[config.mk]
export PLATFORM = sky130hd
export DESIGN_NAME = bit_serialiser
export DESIGN_NICKNAME = d
export VERILOG_FILES = /design/src/rtl/bit_serialiser.sv
export SDC_FILE = /design/constraint.sdc
export NUM_CORES = 1
export LEC_CHECK = 0
export BUFFER_PORTS_ARGS = -buffer_cell sky130_fd_sc_hd__buf_2
export CAP_MARGIN = 25
export CORE_UTILIZATION = 54
export DETAILED_ROUTE_END_ITERATION = 7
export GPL_TIMING_DRIVEN = 0
export PLACE_DENSITY = 0.76
export SKIP_LAST_GASP = 1
export SLEW_MARGIN = 20
export SYNTH_ARGS = -nofsm -noshare
export SYNTH_HDL_FRONTEND = slang
export SYNTH_SLANG_ARGS = --single-unit
[constraint.sdc]
create_clock -name clock -period 2.6 [get_ports clock]
set_clock_uncertainty 0.15 [all_clocks]
set_input_delay 0.52 -clock clock [delete_from_list [all_inputs] [get_ports clock]]
set_output_delay 0.52 -clock clock [all_outputs]
set_load 0.1 [all_outputs]
[src/rtl/bit_serialiser.sv]
// Parallel-to-serial stage feeding SequenceRecogniser: WIDTH-bit words in,
// LSB-first bit stream out, with a one-word pending buffer for gapless streaming.
module bit_serialiser #(
  parameter int   WIDTH      = 7,
  parameter logic IDLE_LEVEL = 1'b1
) (
  input  logic             clock,
  input  logic             nReset,
  input  logic [WIDTH-1:0] wordIn,
  input  logic             wordValid,
  output logic             wordReady,
  output logic             dataOut,
  output logic             bitValid,
  output logic             lastBit,
  output logic             busy
);

  localparam int CW = (WIDTH > 1) ? $clog2(WIDTH) : 1;

  typedef enum logic {IDLE = 1'b0, SHIFT = 1'b1} state_t;

  state_t           state;
  logic [WIDTH-1:0] shreg;
  logic [WIDTH-1:0] pend;
  logic             pendValid;
  logic [CW-1:0]    cnt;
  logic             accept;
  logic             atLast;

  // Handshake: a word transfers on a rising edge where wordValid and wordReady
  // are both high; the source must hold wordIn stable until that edge.
  assign wordReady = nReset & ~pendValid;
  assign accept    = wordValid & wordReady;
  assign atLast    = (state == SHIFT) && (cnt == CW'(WIDTH - 1));

  assign dataOut  = (state == SHIFT) ? shreg[0] : IDLE_LEVEL;
  assign bitValid = (state == SHIFT);
  assign lastBit  = atLast;
  assign busy     = (state == SHIFT) | pendValid;

  always_ff @(posedge clock) begin
    if (!nReset) begin
      state     <= IDLE;
      shreg     <= '0;
      pend      <= '0;
      pendValid <= 1'b0;
      cnt       <= '0;
    end else begin
      case (state)
        IDLE: begin
          if (accept) begin
            shreg <= wordIn;
            cnt   <= '0;
            state <= SHIFT;
          end
        end
        SHIFT: begin
          if (!atLast) begin
            shreg <= shreg >> 1;
            cnt   <= cnt + CW'(1);
            if (accept) begin
              pend      <= wordIn;
              pendValid <= 1'b1;
            end
          end else if (pendValid) begin
            // wordReady is low here, so no new word can collide with the reload.
            shreg     <= pend;
            cnt       <= '0;
            pendValid <= 1'b0;
          end else if (accept) begin
            shreg <= wordIn;
            cnt   <= '0;
          end else begin
            state <= IDLE;
          end
        end
        default: state <= IDLE;
      endcase
    end
  end

endmodule

==> metrics.csv <==
stage,metric,value,unit
outcome,status,finished clean,
clock_tree,clock-pin slew on the worst setup and hold paths,0.12,ns
power_and_ir_drop,Clock Power Share,25.4,%
worst_setup_path,Critical Path Fanout Max,10,
detailed_routing,Vias,881,
power_and_ir_drop,switching share of power,32.82,%
finish,layout cells sized above 1,28.46,%
global_routing,GRT overflow,0,
floorplan,I/O pin count,15,
global_routing,initial antenna violation count,0,
finish,post-route cell area,1139,sq um
placement,half-perimeter wire length after placement,1.564,mm
power_and_ir_drop,logic gate share of total power,22.6,%
floorplan,Die Ht,44.92,um
power_and_ir_drop,Psw,197.1,uW
finish,P&R area growth vs syn,14.47,%
detailed_routing,Avg Vias per Cell,5.953,
worst_setup_path,worst reg2reg path depth,6,
finish,most frequent cells in the layout,"dfxtp_1 (19), buf_2 (15), nand3_1 (8), o21ai_0 (8)",
run,Max-Cap Viols,0,
worst_hold_path,HP Class,primary input to flop,
floorplan,Die Width,44.92,um
detailed_routing,DRT iter0 DRCs,43,
sta,endpoints failing setup,0,
clock_tree,"Hold-fix buffers, CTS",0,
synthesis,Avg Synthesized Cell Area,9.473,sq um
sta,Slew HR,67.67,%
sta,Final Hold Fails,0,
global_routing,vias in the first global route,812,
sta,fin crit period,2.384,ns
global_routing,total track usage,24.75,%
synthesis,sequential fraction of the synthesis area,38.24,%
placement,routability cong.,0.7653,
synthesis,Synth Net Count,117,
worst_setup_path,Setup CP Type,flop to output port,
power_and_ir_drop,PD cells,527.3,nW/um^2
clock_tree,Clock Path Buffers,2,
worst_setup_path,WP data required,1.93,ns
power_and_ir_drop,total power draw,600.4,uW
sta,fmax,419.4,MHz
sta,final period utilization,91.71,%
placement,placed cell areas,1109,sq um
worst_setup_path,CP Capture Type,output port,
worst_setup_path,WP data arrival,1.71,ns
worst_hold_path,hold path depth,3,
detailed_routing,iteration count of the initial detailed-routing pass,4,
power_and_ir_drop,worst ir drop on vdd,422.2,uV
clock_tree,clk_lat worst skew,0.30,ns
finish,Final nets,136,
detailed_routing,DRT antenna net count,0,
detailed_routing,drt wl/cell,15.13,um
floorplan,CORE AREA,1727,sq um
worst_setup_path,Critical Path Source Type,flop,
clock_tree,CTS tree,done,
global_routing,first-pass GRT wire length,3.608,mm
synthesis,post-synth top area share,38.24,%
sta,"Slew Viols, Final",0,
clock_tree,CTS buffer count,3,
floorplan,cell row count,15,
global_routing,largest net degree at the start of global routing,12,
synthesis,Synth area leaders,"dfxtp_1 (38%), mux2i_1 (7.0%), and4_1 (5.3%)",
synthesis,Syn. warnings,0,
sta,Setup TNS,0,ns
power_and_ir_drop,Pint,403.3,uW
placement,I/O Buffers,14,
synthesis,synthesized flop and latch total,19,
detailed_routing,drt total wl,2.239,mm
finish,n_diodes,0,
power_and_ir_drop,sequential share of power,52.0,%
synthesis,synth unique cells,31,
finish,"most common cell after layout, fill and taps aside",dfxtp_1,
placement,Inst Count DP,144,
sta,Tightest Pin Transition,0.4883,ns
sta,RSZ-0062 raised after global routing,no,
clock_tree,setup repair bufs after CTS,0,
synthesis,Synth area leader,dfxtp_1,
clock_tree,htree depth,1,
finish,Post-Layout Cell Count,148,
synthesis,Gate Count Post-Synth,105,
synthesis,Mapped Area,994.7,sq um
clock_tree,clock root buffer master,clkbuf_4,
detailed_routing,DRC viols,0,
clock_tree,clk sink count,19,
power_and_ir_drop,Pleak,0.4853,nW
floorplan,die footprint,2018,sq um
floorplan,Initial Utilization,57.61,%
-- power groups by stage --
stage	clock network [mW]	logic (mW)	registers [mW]
finish	0.152	0.136	0.312
global route	0.166	0.143	0.314
CTS	0.154	0.135	0.312
detailed placement	0	0.135	0.319
global placement	0	0.132	0.318
floorplan	0	0.0959	0.326
-- state kept, by name, indices dropped and copies added (netlist names) --
| register | cells |
|---|---|
| bitValid | 1 |
| pendValid | 1 |
| cnt | 3 |
| pend | 7 |
| shreg | 7 |
-- routing by layer --
metal	vias up	part of all wire, %	track usage (%)
met1	410	46	33.42
met4	0	0.18	8.485
met3	2	6.2	3.600
met2	43	48	40.29
met5	-	0	0
li1	426	-	-
-- cell families after synthesis --
logic type	share of synthesized area [%]
AOI/OAI and AO/OA	24.65
muxes	7.044
and+or+nand+nor	21.13
DFF	38.24
buffers and inverters	6.414
adders and majority gates	2.515
-- what timing repair did --
action	CTS	global route
endpoints found under the hold margin	0	0
setup endpoints to repair	0	1
resized for setup	0	1
-- worst max-delay path: stages, from the launching register on --
cell and delay, ns:
dfxtp_1 0.35, inv_1 0.08, ha_1 0.23, buf_6 0.16, nand2_2 0.14, nor2_4 0.12
clkbuf_4 0.33
-- synthesized netlist by cell type, drive strengths merged --
library cell and instances:
nand2 3, and3 1, ha 2, nand3b 1
nor2b 4, a21bo 1, nor3b 3, or2b 1
mux2i 7, nand3 8, a21boi 9, dfxtp 19
a2bb2oi 1, o211ai 1, buf 5, o21ai 9
inv 3, a31o 2, and4 6, clkbuf 2
a21oi 7, and3b 2, o22ai 6, nor2 1
o32ai 1
-- layout make-up --
| class | count | area [sq um] |
|---|---|---|
| fillers | 168 | 588.1 |
| plain buffers | 7 | 52.55 |
| well taps | 25 | 31.28 |
| repair buffers | 14 | 72.57 |
| multi-input cells | 76 | 563.0 |
| flip-flops and latches | 19 | 380.4 |
| inverters | 3 | 11.26 |
| clock buffers | 3 | 22.52 |
| clock inverters | 1 | 5.005 |
-- stage by stage --
| step | util, % | setup WS, ns | hold slack (ns) |
|---|---|---|---|
| floorplan | - | 0.002310 | 0.3029 |
| global placement | 64.20 | 0.2484 | 0.3102 |
| detailed placement | 64.20 | 0.2458 | 0.3199 |
| CTS | 65.80 | 0.1304 | 0.3320 |
| global route | 65.94 | 0.08902 | 0.3271 |
| finish | 65.94 | 0.2156 | 0.3266 |
-- path summary, 6_finish.rpt --
path,startpoint,endpoint,slack [ns]
worst min register to register,pend[1],pend[1],0.34
worst min-delay path,wordIn[6],pend[6],0.33
worst max-delay path,cnt[0],lastBit,0.22
worst max register to register,cnt[0],pend[2],0.93
No activity file was read; power rests on OpenSTA's default activity.
